<file path="src/rtl/trigger_pkg.sv">
// Shared types and constants for the trigger/countdown interface.
package trigger_pkg;

   localparam int unsigned CNT_W_DEF = 8;

   typedef enum logic [1:0] {
      ST_OK      = 2'd0,
      ST_EARLY   = 2'd1,
      ST_LATE    = 2'd2,
      ST_TIMEOUT = 2'd3
   } status_e;

   typedef enum logic [1:0] {
      S_IDLE,
      S_ISSUE,
      S_WAIT,
      S_DONE
   } state_e;

endpackage

</file>
<file path="src/rtl/trigger_fifo.sv">
// Request FIFO for the trigger scheduler; flags and level are registered.
module trigger_fifo
   import trigger_pkg::*;
#(
   parameter int unsigned DEPTH = 4,
   parameter int unsigned CNT_W = CNT_W_DEF
) (
   input  logic                     i_clk,
   input  logic                     i_rst_n,
   input  logic                     i_wr,
   input  logic [CNT_W-1:0]         i_wr_data,
   input  logic                     i_rd,
   output logic [CNT_W-1:0]         o_rd_data,
   output logic                     o_full,
   output logic                     o_empty,
   output logic [$clog2(DEPTH):0]   o_level
);

   localparam int unsigned AW = $clog2(DEPTH);
   localparam int unsigned LW = AW + 1;

   logic [CNT_W-1:0] mem [DEPTH];
   logic [AW-1:0]    wr_ptr;
   logic [AW-1:0]    rd_ptr;
   logic [LW-1:0]    level_nxt;
   logic             wr_acc;
   logic             rd_acc;

   always_comb begin
      wr_acc    = i_wr && !o_full;
      rd_acc    = i_rd && !o_empty;
      level_nxt = o_level + LW'(wr_acc) - LW'(rd_acc);
   end

   // Pointers wrap naturally because DEPTH is a power of two.
   always_ff @(posedge i_clk or negedge i_rst_n) begin
      if (!i_rst_n) begin
         wr_ptr  <= '0;
         rd_ptr  <= '0;
         o_level <= '0;
         o_full  <= 1'b0;
         o_empty <= 1'b1;
      end else begin
         if (wr_acc) wr_ptr <= wr_ptr + AW'(1);
         if (rd_acc) rd_ptr <= rd_ptr + AW'(1);
         o_level <= level_nxt;
         o_full  <= (level_nxt == LW'(DEPTH));
         o_empty <= (level_nxt == '0);
      end
   end

   always_ff @(posedge i_clk) begin
      if (wr_acc) mem[wr_ptr] <= i_wr_data;
   end

   assign o_rd_data = mem[rd_ptr];

endmodule

</file>
<file path="src/rtl/trigger_scheduler.sv">
// Issues queued delay requests to a countdown block and grades the
// arrival time of each completion pulse.
module trigger_scheduler
   import trigger_pkg::*;
#(
   parameter int unsigned DEPTH = 4,
   parameter int unsigned CNT_W = CNT_W_DEF,
   parameter int unsigned SLACK = 4
) (
   input  logic                   i_clk,
   input  logic                   i_rst_n,
   input  logic                   i_req_valid,
   output logic                   o_req_ready,
   input  logic [CNT_W-1:0]       i_req_cnt,
   output logic                   o_trg,
   output logic [CNT_W-1:0]       o_cnt,
   input  logic                   i_pulse,
   output logic                   o_busy,
   output logic                   o_done,
   output logic [1:0]             o_status,
   output logic                   o_stray,
   output logic [$clog2(DEPTH):0] o_level
);

   localparam int unsigned WW = CNT_W + 1;

   state_e           state;
   state_e           state_nxt;
   status_e          status_q;
   status_e          status_nxt;
   logic [CNT_W-1:0] cur;
   logic [CNT_W-1:0] cur_nxt;
   logic [WW-1:0]    w;
   logic [WW-1:0]    w_nxt;
   logic [WW-1:0]    wc;
   logic [WW-1:0]    limit;
   logic [CNT_W-1:0] fifo_data;
   logic             fifo_full;
   logic             fifo_empty;
   logic             fifo_rd;
   logic             wr_acc;

   trigger_fifo #(
      .DEPTH (DEPTH),
      .CNT_W (CNT_W)
   ) u_fifo (
      .i_clk     (i_clk),
      .i_rst_n   (i_rst_n),
      .i_wr      (i_req_valid),
      .i_wr_data (i_req_cnt),
      .i_rd      (fifo_rd),
      .o_rd_data (fifo_data),
      .o_full    (fifo_full),
      .o_empty   (fifo_empty),
      .o_level   (o_level)
   );

   assign o_req_ready = !fifo_full;
   assign wr_acc      = i_req_valid && !fifo_full;
   assign o_status    = status_q;

   // Next-state and result grading; wc is the WAIT-cycle index (first WAIT cycle = 1).
   always_comb begin
      state_nxt  = state;
      status_nxt = status_q;
      cur_nxt    = cur;
      w_nxt      = w;
      fifo_rd    = 1'b0;
      wc         = w + WW'(1);
      limit      = WW'(cur) + WW'(SLACK);

      case (state)
         S_IDLE: begin
            if (!fifo_empty) begin
               fifo_rd = 1'b1;
               cur_nxt = fifo_data;
               if (fifo_data != '0) begin
                  state_nxt = S_ISSUE;
               end else begin
                  state_nxt  = S_DONE;
                  status_nxt = ST_OK;
               end
            end
         end
         S_ISSUE: begin
            w_nxt     = '0;
            state_nxt = S_WAIT;
         end
         S_WAIT: begin
            w_nxt = wc;
            if (i_pulse) begin
               state_nxt = S_DONE;
               if (wc < WW'(cur))       status_nxt = ST_EARLY;
               else if (wc == WW'(cur)) status_nxt = ST_OK;
               else                     status_nxt = ST_LATE;
            end else if (wc == limit) begin
               state_nxt  = S_DONE;
               status_nxt = ST_TIMEOUT;
            end
         end
         S_DONE:  state_nxt = S_IDLE;
         default: state_nxt = S_IDLE;
      endcase
   end

   always_ff @(posedge i_clk or negedge i_rst_n) begin
      if (!i_rst_n) begin
         state    <= S_IDLE;
         status_q <= ST_OK;
         cur      <= '0;
         w        <= '0;
         o_trg    <= 1'b0;
         o_cnt    <= '0;
         o_done   <= 1'b0;
         o_stray  <= 1'b0;
         o_busy   <= 1'b0;
      end else begin
         state    <= state_nxt;
         status_q <= status_nxt;
         cur      <= cur_nxt;
         w        <= w_nxt;
         o_trg    <= (state_nxt == S_ISSUE);
         if (state_nxt == S_ISSUE) o_cnt <= cur_nxt;
         o_done   <= (state_nxt == S_DONE);
         o_stray  <= i_pulse && (state != S_WAIT);
         // A pop only happens when leaving IDLE, so staying in IDLE implies no pop.
         o_busy   <= (state_nxt != S_IDLE) || wr_acc || !fifo_empty;
      end
   end

endmodule
</file>
<file path="config.mk">
export PLATFORM = sky130hd
export DESIGN_NAME = trigger_scheduler
export DESIGN_NICKNAME = d
export VERILOG_FILES = /design/src/rtl/trigger_pkg.sv /design/src/rtl/trigger_fifo.sv /design/src/rtl/trigger_scheduler.sv
export SDC_FILE = /design/constraint.sdc
export NUM_CORES = 1
export LEC_CHECK = 0
export ABC_CLOCK_PERIOD_IN_PS = 3500
export BUFFER_PORTS_ARGS = -buffer_cell sky130_fd_sc_hd__buf_4
export CAP_MARGIN = 20
export CORE_UTILIZATION = 30
export CTS_BUF_LIST = sky130_fd_sc_hd__clkbuf_8
export DETAILED_ROUTE_END_ITERATION = 6
export MAX_ROUTING_LAYER = met4
export SYNTH_ARGS = -nofsm -noshare
export SYNTH_HDL_FRONTEND = slang
export SYNTH_SLANG_ARGS = --single-unit
</file>
<file path="constraint.sdc">
create_clock -name i_clk -period 3.5 [get_ports i_clk]
set_input_delay 0.525 -clock i_clk [delete_from_list [all_inputs] [get_ports i_clk]]
set_output_delay 0.525 -clock i_clk [all_outputs]
set_load 0.005 [all_outputs]
</file>
# [Word-level counts from Yosys, hierarchy flattened]
# Memories as Yosys holds them, arrays and structs flattened.
# Cells that the tools add are included.
[classes] n_mux=19 n_addsub=6 n_reduce_logical=14 n_lt_le_gt_ge=1 n_eq_ne=12
[op_table] operator="$mux W2" n=10
[op_table] operator="$pmux W9 S2" n=1
[op_table] operator="$mux W8" n=2
[op_table] operator="$add A8 B3 Y9 const B" n=1
[op_table] operator="$add A9 B1 Y9 const B" n=1
[op_table] operator="$eq A9 B8 Y1" n=1
[op_table] operator="$eq A9 B9 Y1" n=1
[op_table] operator="$lt A9 B8 Y1" n=1
[op_table] operator="$pmux W2 S4" n=1
[op_table] operator="$reduce_bool A8 Y1" n=1
[op_table] operator="$eq A2 B2 Y1 const B" n=3
[op_table] operator="$ne A2 B2 Y1 const B" n=3
[op_table] operator="$reduce_bool A2 Y1" n=3
[op_table] operator="$add A2 B1 Y2 const B" n=2
[op_table] operator="$eq A2 B1 Y1 const B" n=2
[op_table] operator="$mux W1" n=4
[op_table] operator="$pmux W2 S2" n=1
[op_table] operator="$reduce_and A4 Y1" n=1
[op_table] operator="$add A3 B1 Y3" n=1
[op_table] operator="$eq A3 B3 Y1 const B" n=1
[op_table] operator="$logic_and A1 B1 Y1" n=3
[op_table] operator="$logic_not A3 Y1" n=1
[op_table] operator="$ne A3 B3 Y1 const B" n=1
[op_table] operator="$sub A3 B1 Y3" n=1
[op_table] operator="3 further kinds" n=5
[word_totals] n_memories=1 mem_bits_rw=32 out_inout_bits=18 register_bits=42 elab_cells=67 in_bits=12
[mem_list] name="u_fifo.mem" depth=4 word_bits=8 rd=1 rd_ports_with_merged_regs=0 wr=1 line="trigger_fifo.sv:22" rtl="logic [CNT_W-1:0] mem [DEPTH];"

# [Depth between registers and ports, before layout]
# Gate-level depths: netlist of the first run.
[depth] depth_word=8 ltp_mapped=13 depth_no_buf=11

# [Modules after synthesis]
# A second synthesis of the first run with hierarchy kept.
[hier_totals] hier_cells=281 area_unflattened_um2=3693.5
[by_module_without_submodules] module="trigger_scheduler" instances=1 cells_each=203 seq_area_each_um2=825.8 area_each_um2=2067.0
[by_module_without_submodules] module="trigger_fifo" instances=1 cells_each=78 seq_area_each_um2=1187.4 area_each_um2=1626.6

# [Least setup slack after synthesis of the first run]
# No wires, ideal clock.
[synth_timing] path_type="register to register" start="register state[0]" end="register u_fifo.o_full" t_required_ps=3412 setup_time_ps=88 slack_ps=640 path_buffers=2 period_less_slack_ps=2860 arrival_ps=2772 path_stages_with_launch=14 path_cell_list="dfrtp_1 > inv_1 > ha_1 > nor2b_1 > clkbuf_1 > buf_1 > ha_1 > inv_1 > ha_1 > inv_1 > fa_1 > xnor2_1 > xnor2_1 > nor3b_1"
[synth_via] elab_chain_cells=5
[synth_rtl] item="start: declaration" line="trigger_scheduler.sv:27" rtl="state_e state;"
[synth_rtl] item="start signal: assignment" line="trigger_scheduler.sv:118" rtl="state <= state_nxt;"
[synth_rtl] item="$logic_not A2 Y1" line="trigger_scheduler.sv:72" rtl="case (state)"
[synth_rtl] item="$mux W1" line="trigger_scheduler.sv:72"
[synth_rtl] item="$logic_and A1 B1 Y1" line="trigger_fifo.sv:31" rtl="rd_acc = i_rd && !o_empty;"
[synth_rtl] item="named net u_fifo.rd_acc" line="trigger_fifo.sv:27" rtl="logic rd_acc;"
[synth_rtl] item="$sub A3 B1 Y3" line="trigger_fifo.sv:32" rtl="level_nxt = o_level + LW'(wr_acc) - LW'(rd_acc);"
[synth_rtl] item="named net u_fifo.level_nxt[2]" line="trigger_fifo.sv:25" rtl="logic [LW-1:0] level_nxt;"
[synth_rtl] item="$eq A3 B3 Y1" line="trigger_fifo.sv:47" rtl="o_full <= (level_nxt == LW'(DEPTH));"
[synth_rtl] item="end signal: assignment" line="trigger_fifo.sv:47"
[synth_rtl] item="end: declaration" line="trigger_fifo.sv:14" rtl="output logic o_full,"
# The timed path passes the listed nets, and every way through them passes these cells.
# A chain may end at the register's enable or synchronous reset.

# [Worst setup path after layout of the first run]
[layout_timing] start="register w[0]" end="register o_cnt[3]"
[layout_via] elab_chain_cells=6
[layout_rtl] item="start: declaration" line="trigger_scheduler.sv:33" rtl="logic [WW-1:0] w;"
[layout_rtl] item="start signal: assignment" line="trigger_scheduler.sv:121" rtl="w <= w_nxt;"
[layout_rtl] item="$add A9 B1 Y9" line="trigger_scheduler.sv:69" rtl="wc = w + WW'(1);"
[layout_rtl] item="$eq A9 B9 Y1" line="trigger_scheduler.sv:96" rtl="end else if (wc == limit) begin"
[layout_rtl] item="$mux W2" line="trigger_scheduler.sv:96"
[layout_rtl] item="$mux W2" line="trigger_scheduler.sv:91" rtl="if (i_pulse) begin"
[layout_rtl] item="$pmux W2 S4" line="trigger_scheduler.sv:72"
[layout_rtl] item="$eq A2 B1 Y1" line="trigger_scheduler.sv:123" rtl="if (state_nxt == S_ISSUE) o_cnt <= cur_nxt;"
[layout_rtl] item="end signal: assignment" line="trigger_scheduler.sv:123"
[layout_rtl] item="end: declaration" line="trigger_scheduler.sv:16" rtl="output logic [CNT_W-1:0] o_cnt,"
# Every way passes these cells.

==> results of run 1 <==
Yosys cell counts (all sizes together) (2+ instances only):
cell	instances
and2	5
nand4	4
ha	18
nor2b	5
clkbuf	3
dfrtp	41
or3	2
o22ai	2
nor3	5
nor4	3
a21o	2
o21a	2
nand3	10
xor2	5
a21oi	6
mux4	8
mux2	9
nand2	19
nor2	6
edfxtp	32
a31o	2
o31a	2
o21ai	16
inv	21
xnor2	13
buf	6
o2bb2ai	3
logic make-up after synthesis:
logic type | after synthesis | share of synthesized area [%]
xor+xnor | 20 | 5.74
simple gates | 65 | 9.82
fa+ha+maj | 19 | 6.90
buf+inv | 31 | 4.01
flops | 74 | 56.6
compound gates | 41 | 7.53
mux | 18 | 9.36
power groups by stage:
stage               sequential, mW  combinational [mW]  clock [mW]
finish                        1.37                1.48       0.696
global route                  1.41                1.65       0.743
CTS                           1.38                1.51       0.710
detailed placement            1.39                1.50           0
global placement              1.39                1.47           0
floorplan                     1.32                1.12           0
how the worst min path moves through the flow:
stage | start | endpoint | slack [ns] | depth (start not counted)
after floorplan | i_rst_n | cur[0] | 0.23 | 0
after global placement | o_cnt[4] | o_cnt[4] | 0.51 | 1
after detailed placement | o_cnt[6] | o_cnt[6] | 0.50 | 1
after CTS | i_rst_n | u_fifo.rd_ptr[1] | 0.18 | 1
after global routing | i_rst_n | u_fifo.rd_ptr[1] | 0.20 | 1
final | i_rst_n | u_fifo.rd_ptr[1] | 0.16 | 1
layout make-up:
class | count | area [µm²]
clock buffer | 9 | 124
clock inverter | 7 | 83.8
fill | 1087 | 7350
inverter | 22 | 82.6
multi-input combinational | 163 | 1400
sequential | 74 | 2010
tap | 143 | 179
timing repair buffer | 31 | 233
through the flow:
step	utilization (%)	total power, mW
5_1_grt	35.9	3.80
6_report	35.9	3.55
3_5_place_dp	34.1	2.89
3_3_place_gp	34.1	2.86
2_1_floorplan	-	2.44
4_1_cts	35.9	3.60
state kept, by name, summed over array words and instances (netlist names), 2 cells and up:
name	flops
u_fifo.mem	32
w	9
cur	8
o_cnt	8
u_fifo.o_level	3
o_status	2
state	2
u_fifo.rd_ptr	2
u_fifo.wr_ptr	2
worst reg2reg max path: cells and delay by family, from the launching register on:
kind / cells / cell delay, ns
flops: 1 / 0.46
xor+xnor: 1 / 0.18
fa+ha+maj: 2 / 0.64
buf+inv: 1 / 0.21
mux: 1 / 0.32
simple gates: 2 / 0.42
compound gates: 3 / 0.55
layer usage:
layer | wire (µm) | GRT usage (%) | vias up | share of wire (%)
li1 | - | - | 1045 | -
met1 | 3050 | 14.2 | 1067 | 46
met2 | 3390 | 19.9 | 26 | 51
met3 | 148 | 2.62 | 9 | 2.2
met4 | 84 | 3.47 | 0 | 1.3
met5 | 0 | - | - | 0
==> run_results.csv, run 1 <==
group,metric,value,unit
critical_path,slowest_stage,"dfrtp_1",
layout,layout-drive-gt1-share,21.9,%
global_routing,grt_first_pass_wirelength,11100,µm
route,drt-initial-drc-count,68,
placement,port_buffers,29,
global_routing,grt_max_degree,43,
logic_synthesis,synth_edf_count,32,
power_and_ir_drop,comb_power_share,41.8,%
power_and_ir_drop,power.internal,2.28,mW
route,drc,0,
timing,fin_tns_setup,0,ns
layout,area_delta_synth_final,15.7,%
critical_path,crit_path_start_kind,"flip-flop",
critical_path,r2r-start,"w[0]",
route,wl_per_cell,14.9,µm
global_routing,grt_usage,11.8,%
logic_synthesis,synth-seq-area-share,56.6,%
floorplanning,die_h,111,µm
logic_synthesis,async_reset_ff_share,56.8,%
clock_tree,clockBufferDepth,2,
min_path,hold_class,"input port to async pin",
timing,fin_crit_sh,82.4,%
run_status,status,"completed",
layout,layout.nets,332,
critical_path,critical_path_cell_count,10,
timing,fmax,347,MHz
timing,rsz0062_at_grt,"false",
logic_synthesis,synthTopCellsByArea,"dfrtp_1 (29%), edfxtp_1 (27%), ha_1 (6.3%)",
critical_path,arrival,3.12,ns
floorplanning,core_area,0.0115,mm²
timing,layout_min_cycle_time,2.89,ns
clock_tree,htreeDepth,3,
power_and_ir_drop,switching_power,1.27,mW
route,vias,2147,
logic_synthesis,synth_cells,268,
logic_synthesis,synthDistinctLibCells,54,
timing,worst_slew_pin_slew,0.555,ns
critical_path,critPathLaunch,"w[0]",
critical_path,critPathTopFamily,"adder cells",
critical_path,r2r_cells,10,
logic_synthesis,synth_top_area_cell,"dfrtp_1",
timing,worst_slack,0.614,ns
critical_path,end_kind,"flip-flop",
clock_tree,cts_buffers,9,
placement,dpl_cell_area,0.00391,mm²
logic_synthesis,yosysWarnings,0,
layout,most-common-layout-cells,"dfrtp_1 (41), edfxtp_1 (32), buf_4 (31)",
logic_synthesis,synth_top_area_share,28.9,%
critical_path,rr_endpoint,"o_cnt[3]",
critical_path,cpPeakStageDelay,0.46,ns
timing,final-hold-violation-count,0,
logic_synthesis,syn_avg_cell_area,13.3,µm²
floorplanning,fp.dieW,111,µm
placement,dp_hpwl,4860,µm
route,antenna_left,0,
clock_tree,root_buffer,"clkbuf_8",
floorplanning,io_pins,30,
layout,layout_commonest_cell,"dfrtp_1",
critical_path,critPathBufInv,1,
timing,fin_hold_ws,0.162,ns
power_and_ir_drop,switching_share,35.8,%
global_routing,grt_pass1_vias,2228,
logic_synthesis,synth-seq-cells,74,
flow_run,drv_cap,0,
timing,drv_slew,0,
floorplanning,start_util,31.0,%
layout,final_cells,449,
floorplanning,die-area,0.0123,mm²
critical_path,path_max_fanout,9,
timing,skew,0.00908,ns
power_and_ir_drop,ir_worst_vdd,0.000502,V
clock_tree,insertion_delay,0.35,ns
route,first_pass_iters,4,
placement,dp_slack,0.637,ns
clock_tree,post_cts_buffers,0,
critical_path,crit_chain,"ha_1 -> xor2_1 -> ha_1 -> nand3b_1 -> a31o_1 -> nor4_1 -> a31o_2 -> o31a_1 -> buf_4 -> mux2_4",
clock_tree,tritoncts,"built",
clock_tree,ctsHoldBuffers,0,
critical_path,ff2ff_setup_slack,0.61,ns
clock_tree,numClockSinks,74,
timing,relSlewSlack,63.0,%
floorplanning,fp-row-count,39,
power_and_ir_drop,p_leak,1.72,nW
timing,setup-violations-final,0,
route,vias_per_cell,4.78,
critical_path,crit_path_frequent_cell,"ha_1",
critical_path,required,3.74,ns
route,routed_wl,6670,µm
layout,diodes,0,
power_and_ir_drop,sequentialPowerShare,38.6,%
clock_tree,path_clk_slew,0.09,ns
logic_synthesis,syn_nets,299,
critical_path,critPathCapture,"o_cnt[3]",
layout,fin_area,0.00411,mm²
global_routing,antenna_found_initial,0,
logic_synthesis,synthesis.area,0.00355,mm²
placement,gp_congestion,0.830,
power_and_ir_drop,clkPwrFrac,19.6,%
global_routing,grt-ovfl-total,0,
critical_path,path_class,"flip-flop to flip-flop",
power_and_ir_drop,cellPowerDensity,862,mW/mm²
logic_synthesis,ys.flop_type,"dfrtp_1",
clock_tree,cts_resized,0,
placement,dp_cells,433,
(Power assumes the default switching activity.)
==> inputs of run 2 (changes only) <==
- ABC_AREA: unset -> 1
- ABC_CLOCK_PERIOD_IN_PS: 3500 -> 2400
- clock period: 3.5 -> 2.4 ns (I/O delays scaled with it)
==> run_results.csv, run 2 <==
group,metric,value,unit
floorplanning,die-area,0.0130,mm²
clock_tree,root_buffer,"clkbuf_8",
layout,area_delta_synth_final,20.5,%
power_and_ir_drop,p_leak,2.08,nW
timing,fin_tns_setup,0,ns
global_routing,grt-ovfl-total,0,
layout,fin_area,0.00452,mm²
critical_path,crit_path_start_kind,"flip-flop",
power_and_ir_drop,ir_worst_vdd,0.000812,V
logic_synthesis,synth.most_common_cell,"nand2_1",
critical_path,arrival,2.55,ns
clock_tree,insertion_delay,0.36,ns
timing,relSlewSlack,63.6,%
logic_synthesis,synthesis.area,0.00375,mm²
floorplanning,io_pins,30,
critical_path,critPathTopFamily,"adder cells",
clock_tree,clockBufferDepth,2,
critical_path,path_class,"flip-flop to flip-flop",
route,vias,2769,
layout,top_register,"u_fifo.mem",
route,vias_per_cell,4.47,
critical_path,critPathBufInv,4,
route,antenna_left,0,
logic_synthesis,async_reset_ff_share,56.8,%
critical_path,crit_path_frequent_cell,"inv_1",
timing,worst_slew_pin_slew,0.547,ns
logic_synthesis,synth_edf_count,32,
global_routing,grt_usage,14.1,%
logic_synthesis,syn_nets,424,
critical_path,slowest_stage,"dfrtp_1",
critical_path,cpPeakStageDelay,0.39,ns
power_and_ir_drop,total_power,5.62,mW
logic_synthesis,synth_top_area_share,27.3,%
logic_synthesis,synth_cells,393,
layout,layout.nets,477,
floorplanning,core_area,0.0121,mm²
layout,top_regs,"u_fifo.mem (32), w (9)",
route,wl_per_cell,13.0,µm
layout,layout_commonest_cell,"nand2_1",
layout,largest_reg_flops,32,
logic_synthesis,yosysWarnings,0,
timing,skew,0.00736,ns
route,routed.top_layer,"met4",
placement,port_buffers,29,
clock_tree,numClockSinks,74,
timing,drv_slew,0,
global_routing,grt_max_degree,43,
route,met1Wirelength,3660,µm
clock_tree,htreeDepth,3,
logic_synthesis,ys.flop_type,"dfrtp_1",
global_routing,antenna_found_initial,0,
placement,dp_hpwl,5760,µm
route,first_pass_iters,4,
floorplanning,start_util,31.0,%
timing,final-hold-violation-count,0,
floorplanning,fp-row-count,40,
critical_path,path_max_fanout,3,
route,drt-initial-drc-count,211,
run_status,status,"completed",
timing,fin_hold_ws,0.201,ns
global_routing,grt_first_pass_wirelength,13600,µm
timing,rsz0062_at_grt,"true",
flow_run,drv_cap,0,
global_routing,grt_pass1_vias,2772,
logic_synthesis,synth-seq-cells,74,
floorplanning,die_h,114,µm
route,routed_wl,8050,µm
timing,layout_min_cycle_time,2.28,ns
logic_synthesis,synth_top_area_cell,"dfrtp_1",
placement,dp_cells,594,
timing,fin_crit_sh,94.9,%
layout,most-common-layout-cells,"nand2_1 (99), buf_4 (48), inv_1 (45)",
clock_tree,cts_buffers,9,
layout,layout-drive-gt1-share,23.7,%
placement,dpl_cell_area,0.00422,mm²
power_and_ir_drop,cellPowerDensity,1240,mW/mm²
layout,diodes,0,
route,drc,0,
timing,setup-violations-final,0,
timing,fmax,439,MHz
clock_tree,tritoncts,"built",
critical_path,end_kind,"flip-flop",
clock_tree,path_clk_slew,0.07,ns
route,dr_wl_met2,3980,µm
route,met3_length,241,µm
floorplanning,fp.dieW,114,µm
layout,final_cells,619,
critical_path,crit_chain,"inv_2 -> ha_4 -> inv_1 -> nor2_2 -> ha_1 -> inv_1 -> ha_1 -> inv_1 -> fa_2 -> xnor2_1 -> xnor2_1 -> nor3b_2",
logic_synthesis,synthTopCellsByArea,"dfrtp_1 (27%), edfxtp_1 (26%), nand2_1 (9.9%)",
placement,gp_congestion,0.888,
logic_synthesis,synthDistinctLibCells,37,
logic_synthesis,syn_avg_cell_area,9.55,µm²
logic_synthesis,synth-seq-area-share,53.6,%
layout,fillCellCount,1245,
critical_path,required,2.67,ns
min_path,hold_class,"input port to flip-flop",
logic_synthesis,ys_top_cells_by_count,"nand2_1 (99), inv_1 (47), dfrtp_1 (41)",
-- run 2: final timing paths --
| check | end | cells after the start | from | slack, ns |
|---|---|---|---|---|
| hold / removal | u_fifo.mem[3][5] | 1 | i_req_cnt[5] | 0.20 |
| min in group asynchronous | w[7] | 2 | i_rst_n | 0.54 |
| setup reg to reg | u_fifo.o_full | 12 | state[1] | 0.12 |
| setup / recovery | u_fifo.o_full | 12 | state[1] | 0.12 |
| hold reg to reg | o_cnt[0] | 2 | o_cnt[0] | 0.48 |
| max in group asynchronous | u_fifo.o_empty | 2 | i_rst_n | 1.47 |
-- run 2: per-layer routing --
metal  vias up  global-route usage (%)
met1      1296                    17.3
met5         -                       -
met3        13                    2.82
met4         0                    7.01
met2        49                    22.2
li1       1411                       -
-- run 2: area by class of cell --
cell class	instances	area, µm²	share of cell area, %
multi-input cells	259	1520	33.6
clock buffers	9	124	2.74
well taps	168	210	4.65
clock inverters	7	60.1	1.33
inverters	51	196	4.34
flip-flops and latches	74	2010	44.5
repair buffers	51	402	8.88
-- run 2: repair_timing --
item / 4_1_cts / 5_1_grt
hold endpoints to repair: 14 / 0
setup buffers: 0 / 8
setup endpoints to repair: 0 / 13
hold buffers: 1 / 0
gates resized for setup: 0 / 14
-- run 2: metrics by stage --
step	setup WS, ns	util [%]
6_report	0.124	37.4
3_5_place_dp	0.0731	34.9
4_1_cts	0.0740	36.5
3_3_place_gp	0.116	34.9
2_1_floorplan	0.0392	-
5_1_grt	-0.0521	37.4
-- run 2: cell families (layout without fill, tap and decap cells) --
| logic type | after synthesis | in the layout | share of synthesized area [%] |
|---|---|---|---|
| buf+inv | 60 | 118 | 7.10 |
| flops | 74 | 74 | 53.6 |
| fa+ha+maj | 19 | 19 | 6.53 |
| simple gates | 187 | 187 | 23.7 |
| compound gates | 48 | 48 | 7.87 |
| xor+xnor | 5 | 5 | 1.17 |
-- run 2: where the power goes --
group / leakage, nW / total (mW) / internal, mW / switching [mW]
Combinational: 1.16 / 2.73 / 1.13 / 1.60
Sequential: 0.819 / 1.97 / 1.71 / 0.254
Clock: 0.0955 / 0.924 / 0.467 / 0.457
Total: 2.08 / 5.62 / 3.31 / 2.31
